## src/rtl/depth_approach_ctrl_pkg.sv

```systemverilog
// Shared game constants for the depth approach path, LUT stage and renderer.
package depth_approach_ctrl_pkg;

  localparam int unsigned       DEPTH_W     = 13;
  localparam logic [12:0]       START_DEPTH = 13'h1F80;
  localparam int unsigned       SCALE_W     = 16;
  localparam logic [15:0]       SCALE_INIT  = 16'd256;
  localparam int unsigned       DEPTH_HIT   = 0;

  typedef enum logic [1:0] {
    ST_IDLE     = 2'd0,
    ST_APPROACH = 2'd1,
    ST_HIT      = 2'd2
  } state_e;

endpackage

```

## src/rtl/depth_approach_ctrl_sat_add.sv

```systemverilog
// Unsigned saturating adder: sum clamps to all-ones instead of wrapping.
module sat_add #(
  parameter int unsigned W = 16
) (
  input  logic [W-1:0] a_i,
  input  logic [W-1:0] b_i,
  output logic [W-1:0] sum_o
);

  logic [W:0] full_sum;

  assign full_sum = {1'b0, a_i} + {1'b0, b_i};
  assign sum_o    = full_sum[W] ? {W{1'b1}} : full_sum[W-1:0];

endmodule

```

## src/rtl/depth_approach_ctrl.sv

```systemverilog
// Steps one object from the far plane to the camera, one grate-sized step
// per frame, growing its sprite scale by the same amount.
//
// state    | meaning
// ---------+---------------------------------------------------------
// IDLE     | no object in flight; depth parked at START_DEPTH
// APPROACH | object moving; each frame_tick subtracts grate from depth
// HIT      | single-cycle arrival marker, hit high, then back to IDLE
module depth_approach_ctrl #(
  parameter int unsigned          DEPTH_W     = depth_approach_ctrl_pkg::DEPTH_W,
  parameter logic [DEPTH_W-1:0]   START_DEPTH = depth_approach_ctrl_pkg::START_DEPTH,
  parameter int unsigned          SCALE_W     = depth_approach_ctrl_pkg::SCALE_W,
  parameter logic [SCALE_W-1:0]   SCALE_INIT  = depth_approach_ctrl_pkg::SCALE_INIT
) (
  input  logic               clk,
  input  logic               reset,
  input  logic               spawn,
  input  logic               abort,
  input  logic               frame_tick,
  input  logic [DEPTH_W-1:0] grate,
  output logic [DEPTH_W-1:0] depth,
  output logic [SCALE_W-1:0] scale,
  output logic               active,
  output logic               hit
);

  import depth_approach_ctrl_pkg::*;

  state_e             state_q;
  logic [DEPTH_W-1:0] depth_q;
  logic [SCALE_W-1:0] scale_q;
  logic               active_q;
  logic               hit_q;

  logic [DEPTH_W-1:0] step_d;
  logic [DEPTH_W-1:0] depth_d;
  logic [SCALE_W-1:0] scale_d;
  logic               arrive_d;

  // A zero rate would stall the object forever, so it is treated as one.
  always_comb begin
    step_d   = (grate == '0) ? DEPTH_W'(1) : grate;
    arrive_d = (depth_q <= step_d);
    depth_d  = depth_q - step_d;
  end

  sat_add #(
    .W (SCALE_W)
  ) u_scale_add (
    .a_i   (scale_q),
    .b_i   (SCALE_W'(step_d)),
    .sum_o (scale_d)
  );

  always_ff @(posedge clk) begin
    if (reset || abort) begin
      state_q  <= ST_IDLE;
      depth_q  <= START_DEPTH;
      scale_q  <= '0;
      active_q <= 1'b0;
      hit_q    <= 1'b0;
    end else begin
      case (state_q)
        ST_IDLE: begin
          depth_q <= START_DEPTH;
          hit_q   <= 1'b0;
          if (spawn) begin
            state_q  <= ST_APPROACH;
            scale_q  <= SCALE_INIT;
            active_q <= 1'b1;
          end
        end
        ST_APPROACH: begin
          if (frame_tick) begin
            scale_q <= scale_d;
            if (arrive_d) begin
              state_q  <= ST_HIT;
              depth_q  <= DEPTH_W'(DEPTH_HIT);
              active_q <= 1'b0;
              hit_q    <= 1'b1;
            end else begin
              depth_q <= depth_d;
            end
          end
        end
        ST_HIT: begin
          state_q  <= ST_IDLE;
          depth_q  <= START_DEPTH;
          active_q <= 1'b0;
          hit_q    <= 1'b0;
        end
        default: begin
          state_q  <= ST_IDLE;
          depth_q  <= START_DEPTH;
          active_q <= 1'b0;
          hit_q    <= 1'b0;
        end
      endcase
    end
  end

  assign depth  = depth_q;
  assign scale  = scale_q;
  assign active = active_q;
  assign hit    = hit_q;

endmodule

```

## config.mk

```make
export PLATFORM = sky130hd
export DESIGN_NAME = depth_approach_ctrl
export DESIGN_NICKNAME = d
export VERILOG_FILES = /design/src/rtl/depth_approach_ctrl_pkg.sv /design/src/rtl/depth_approach_ctrl_sat_add.sv /design/src/rtl/depth_approach_ctrl.sv
export SDC_FILE = /design/constraint.sdc
export NUM_CORES = 1
export LEC_CHECK = 0
export ABC_AREA = 1
export CAP_MARGIN = 20
export CORE_MARGIN = 2
export CORE_UTILIZATION = 57
export CTS_BUF_LIST = sky130_fd_sc_hd__clkbuf_8
export CTS_CLUSTER_SIZE = 8
export DETAILED_ROUTE_END_ITERATION = 8
export PLACE_DENSITY = 0.84
export SLEW_MARGIN = 20
export SYNTH_ARGS = -nofsm -noshare
export SYNTH_HDL_FRONTEND = slang
export SYNTH_HIERARCHICAL = 1
export SYNTH_SLANG_ARGS = --single-unit
export TNS_END_PERCENT = 10
```

## constraint.sdc

```tcl
create_clock -name clk -period 2.4 [get_ports clk]
set_input_delay 0.24 -clock clk [delete_from_list [all_inputs] [get_ports clk]]
set_output_delay 0.24 -clock clk [all_outputs]
set_load 0.01 [all_outputs]
```

== Yosys cells after proc, flatten, opt, wreduce, memory -nomap -nowiden ==
Cells that the tools add are included.

* Word-level logic and storage cells: 35
* Bits of input ports: 18
* Output and inout port bits: 31
* Flip-flop bits (word level): 33

* $add $sub $neg: 2
* Multiplexer cells: 14
* Reduce and logical (&&, ||, !) cells: 8
* Bitwise gates (word level): 1
* Equal/unequal tests: 4
* Order comparisons: 1

{| class="wikitable"
|+ Operators by type and width
! operator !! count
|-
| $mux 16 || 3
|-
| $pmux 16 s2 || 1
|-
| $mux 13 || 2
|-
| $add 16x13->17 || 1
|-
| $le 13x13->1 || 1
|-
| $logic_not 13->1 || 1
|-
| $sub 13x13->13 || 1
|-
| $mux 2 || 3
|-
| $ne 2x2->1 const B || 3
|-
| $reduce_and 3->1 || 2
|-
| $pmux 2 s2 || 1
|-
| $mux 1 || 3
|-
| $eq 2x1->1 const B || 1
|-
| $logic_not 2->1 || 1
|-
| $pmux 1 s2 || 1
|-
| $reduce_and 2->1 || 1
|-
| $reduce_bool 2->1 || 1
|-
| $reduce_or 2->1 || 1
|-
| $logic_or 1x1->1 || 1
|-
| $not 1->1 || 1
|}

== Longest topological paths before layout ==
* Word-level depth: 6
* Mapped depth: 14
* Mapped depth without buffers: 14

== Modules after synthesis ==
The synthesis kept the hierarchy.

{| class="wikitable"
|+ By module, submodules not included
! module !! cells an instance !! area an instance (um^2) !! sequential area each (um^2) !! times used
|-
| depth_approach_ctrl || 311 || 2130.8 || 640.6 || 1
|-
| sat_add || 219 || 1109.8 || 0.0 || 1
|}

== Worst setup path before layout ==
No wires, ideal clock.

* Path type: input to register
* Start point: input port grate[10]
* End point: register scale_q[8], in the netlist scale[8]
* Arrival time: 2.039 ns
* Setup time: 0.119 ns
* Stages: 13
* Setup slack: 0.242 ns
* Required time: 2.281 ns
* Buffers on the path: 1
* Path through: nor3_1 a41o_1 ha_1 fa_1 nand2_1 a21oi_2 nand2_1 nand2_2 a21oi_4 buf_6 nand3_2 o21ai_0 a21oi_1

* Cells in the longest elaborated chain, start to end: 6

{| class="wikitable"
|+ Ends and longest elaborated chain
! item !! RTL line !! text
|-
| start, declared || depth_approach_ctrl.sv:20 || <nowiki>input logic [DEPTH_W-1:0] grate,</nowiki>
|-
| $logic_not 13->1 || depth_approach_ctrl.sv:42 || <nowiki>step_d = (grate == '0) ? DEPTH_W'(1) : grate;</nowiki>
|-
| $mux 13 || depth_approach_ctrl.sv:42 ||
|-
| named net step_d[0] || depth_approach_ctrl.sv:35 || <nowiki>logic [DEPTH_W-1:0] step_d;</nowiki>
|-
| $add 16x13->17 || depth_approach_ctrl_sat_add.sv:12 || <nowiki>assign full_sum = {1'b0, a_i} + {1'b0, b_i};</nowiki>
|-
| $mux 16 || depth_approach_ctrl_sat_add.sv:13 || <nowiki>assign sum_o = full_sum[W] ? {W{1'b1}} : full_sum[W-1:0];</nowiki>
|-
| named net scale_d[8] || depth_approach_ctrl.sv:37 || <nowiki>logic [SCALE_W-1:0] scale_d;</nowiki>
|-
| $mux 16 || depth_approach_ctrl.sv:74 || <nowiki>if (frame_tick) begin</nowiki>
|-
| $pmux 16 s2 || depth_approach_ctrl.sv:63 || <nowiki>case (state_q)</nowiki>
|-
| end signal, assigned || depth_approach_ctrl.sv:75 || <nowiki>scale_q <= scale_d;</nowiki>
|-
| end, declared || depth_approach_ctrl.sv:31 || <nowiki>logic [SCALE_W-1:0] scale_q;</nowiki>
|}

The timed path passes the listed nets, and every way through them passes these cells. The select of a mux whose other input is x is not followed.
A chain may end at the register's enable or synchronous reset.

== Final worst setup path ==
* Start point: input port grate[0]
* End point: register scale_q[10], in the netlist scale[10]

* Cells in the longest elaborated chain, start to end: 6

{| class="wikitable"
|+ Ends and longest elaborated chain
! item !! RTL line
|-
| $logic_not 13->1 || depth_approach_ctrl.sv:42
|-
| $mux 13 * || depth_approach_ctrl.sv:42
|-
| named net step_d[0] || depth_approach_ctrl.sv:35
|-
| $add 16x13->17 * || depth_approach_ctrl_sat_add.sv:12
|-
| $mux 16 * || depth_approach_ctrl_sat_add.sv:13
|-
| named net scale_d[10] || depth_approach_ctrl.sv:37
|-
| $mux 16 * || depth_approach_ctrl.sv:74
|-
| $pmux 16 s2 * || depth_approach_ctrl.sv:63
|}

The timed path passes the listed nets; every way through them passes the cells marked *. The select of a mux whose other input is x is not followed.

==> results.sh <==
export IMPL_crit_chain="clkdlybuf4s50_1 -> a41o_1 -> ha_4 -> fa_2 -> nand2_2 -> a21oi_2 -> nand2_2 -> nand2_2 -> a21oi_4 -> buf_6 -> nand3_1 -> a21oi_2 -> nor2_1"
export IMPL_critPathCaptureType="flop"
export IMPL_insertion_delay_ns=0.29
export IMPL_required_ns=2.58
export IMPL_diodes=0
export IMPL_ios=49
export IMPL_reg2reg_depth=11
export IMPL_yosysWarnings=6
export IMPL_ir_drop_uv=250.2
export IMPL_cts_max_level=2
export IMPL_syn2layout_area_growth_pct=27.80
export IMPL_globalplace_congestion=0.9798
export IMPL_hp_start="hit"
export IMPL_dieArea_sq_um=6304
export IMPL_p_leak_nw=2.291
export IMPL_synth_top_family_by_area="simple AND/OR/NAND/NOR gates"
export IMPL_routed_wl_um=9035
export IMPL_ys_types=40
export IMPL_tns_ns=0
export IMPL_port_buffers=48
export IMPL_postRouteAntennaNets=0
export IMPL_cp_slowest_cell="clkdlybuf4s50_1"
export IMPL_fin_crit_ns=2.260
export IMPL_slowest_delay_ns=0.43
export IMPL_synth_ff_type="dfxtp_1"
export IMPL_hold_viol_final=0
export IMPL_arrival_ns=2.44
export IMPL_wl_met2_um=4454
export IMPL_most_common_layout_cells="nand2_1, inv_1, nor2_1"
export IMPL_critical_path_top_delay_family="compound AO/OA/AOI/OAI gates"
export IMPL_synthArstFlopShare_pct=0
export IMPL_synth_xor_area_share_pct=2.973
export IMPL_root_buffer="clkbuf_8"
export IMPL_status="completed"
export IMPL_drt_iter0_markers=171
export IMPL_crit_buf_inv=2
export IMPL_clk_pin_slew_ns=0.07
export IMPL_worst_setup_path_type="in2reg"
export IMPL_setup_viol_count_final=0
export IMPL_muxShareOfSynthArea_pct=0
export IMPL_drc=0
export IMPL_hold_class="reg2reg"
export IMPL_wl_met3_um=311
export IMPL_vias_per_cell=5.230
export IMPL_worst_slew_pin_transition_ns=0.5697
export IMPL_cp_common_cell="nand2_2"
export IMPL_die_y_um=79.40
export IMPL_antenna_found_initial=0
export IMPL_synth_edf_count=0
export IMPL_nets=647
export IMPL_post_route_util_pct=75.21
export IMPL_core_area_sq_um=5507
export IMPL_r2r_end="scale[10]"
export IMPL_cts_buffers=5
export IMPL_grt_max_degree=18
export IMPL_synth_compound_area_share_pct=12.24
export IMPL_drive_above_1_share_pct=13.40
export IMPL_netlist_instances=530
export IMPL_holdBufCountCts=0
export IMPL_slew_headroom_pct=61.98
export IMPL_dr_total_vias=3499
export IMPL_fmax_mhz=442.6
export IMPL_top_layer="met4"
export IMPL_r2r_setup_slack_ns=0.43
export IMPL_grt_usage_pct=29.90
export IMPL_drtPass1Iterations=5
export IMPL_r2r_start="scale[0]"
export IMPL_numClockSinks=32
export IMPL_yosys_area_share_simple_pct=37.26
export IMPL_die_w_um=79.40
export IMPL_yosysSeqAreaShare_pct=19.77
export IMPL_min_to="hit"
export IMPL_grt_pass1_wl_um=15050
export IMPL_cap_violations=0
export IMPL_gr_total_overflow=0
export IMPL_period_share_pct=94.15
export IMPL_avgSynthCellArea_sq_um=6.114
export IMPL_final_common_cell="nand2_1"
export IMPL_cts_tree="built"
export IMPL_skew_ns=0.007638
export IMPL_p_per_area_nw_per_um2=400.0
export IMPL_start_util_pct=58.85
export IMPL_worstSetupStartpointType="input port"
export IMPL_dpl_hpwl_um=7028
export IMPL_clock_path_buffers=2
export IMPL_grt_pass1_vias=3424
export IMPL_wl_met1_um=3990
export IMPL_synthesis_area_sq_um=3241
export IMPL_yosys_area_share_adder_pct=13.20
export IMPL_holdPathStages=2
export IMPL_worstPathMaxFanout=7
export IMPL_ys_seq_elements=32
export IMPL_wl_per_cell_um=13.51
export IMPL_rows=27
export IMPL_rsz0062_at_grt="false"
export IMPL_slew_viol_final=0
[sequential cells by signal, indices dropped and copies added, names as in the netlist]
name,flops
scale,16
depth,13
active,1
hit,1
state_q,1
[metrics by stage]
step                      std cells  cell area (sq um)  hold WS [ns]  total power [mW]  setup WS [ns]
after floorplan                 532               3248        0.4574            0.9069         0.2419
after global placement          658               3906        0.4497             1.058        -0.3048
after detailed placement        658               3906        0.4542             1.068        -0.3804
after CTS                       666               4053        0.4656             1.651     0.00005063
after global routing            669               4141        0.4973             1.749        0.02265
final                           669               4141        0.4664             1.657         0.1405
[routing by layer]
| metal | up-vias | track usage [%] |
|---|---|---|
| li1 | 1788 | - |
| met1 | 1590 | 37.60 |
| met2 | 93 | 51.36 |
| met3 | 28 | 3.394 |
| met4 | 0 | 13.28 |
| met5 | - | 0 |
[worst reg2reg max path: stages (launching register included)]
cell     delay (ns)
dfxtp_1        0.36
ha_4           0.19
fa_2           0.37
nand2_2        0.10
a21oi_2        0.07
nand2_2        0.07
nand2_2        0.07
a21oi_4        0.18
buf_6          0.16
nand3_1        0.12
a21oi_2        0.13
nor2_1         0.04
[how the worst max path moves through the flow]
stage | startpoint | end | slack (ns) | cells past startpoint
after global routing | grate[0] | scale[10] | 0.02 | 13
after CTS | grate[9] | scale[8] | 0.00005 | 14
after global placement | grate[8] | scale[10] | -0.30 | 14
after floorplan | grate[10] | scale[8] | 0.24 | 13
after detailed placement | grate[8] | scale[10] | -0.38 | 14
final | grate[0] | scale[10] | 0.14 | 13
[synth_stat cells (4+ instances only)]
library cell / instances / area (sq um)
a21oi_1: 40 / 200.2
clkbuf_1: 12 / 45.04
dfxtp_1: 32 / 640.6
ha_1: 31 / 387.9
inv_1: 92 / 345.3
inv_2: 4 / 15.01
nand2_1: 148 / 555.5
nand2_2: 7 / 43.79
nand3_1: 31 / 155.2
nand3_2: 4 / 40.04
nand4_1: 11 / 68.82
nor2_1: 46 / 172.7
nor2_2: 4 / 25.02
o21ai_0: 16 / 80.08
o21ai_1: 5 / 25.02
xor2_1: 9 / 78.83
[timing repair]
item                                    CTS  global route
buffers inserted                          0             2
resized for setup                         6            22
endpoints found under the setup margin   19            21
gates cloned                              0             1
pin swaps                                 2             8
[report_power, final]
| group | internal [mW] | switching, mW |
|---|---|---|
| Combinational | 0.214 | 0.303 |
| Clock | 0.367 | 0.212 |
| Sequential | 0.546 | 0.0149 |
| Total | 1.13 | 0.530 |
[layout make-up]
| cell class | count | area, sq um |
|---|---|---|
| timing repair buffer | 77 | 729.5 |
| inverter | 96 | 360.3 |
| tap | 72 | 90.09 |
| clock buffer | 7 | 96.34 |
| sequential | 32 | 640.6 |
| multi-input combinational | 384 | 2195 |
| clock inverter | 1 | 30.03 |
| fill | 459 | 1365 |
[logic make-up (layout without fill, tap and decap cells)]
kind of cell	Yosys count	in the layout
DFF	32	32
xor gates and xnor gates	11	11
other	1	3
AOI/OAI and AO/OA	70	70
adders and majority gates	33	33
and+or+nand+nor	267	267
buffers and inverters	116	181
No activity file was read; power rests on OpenSTA's default activity.
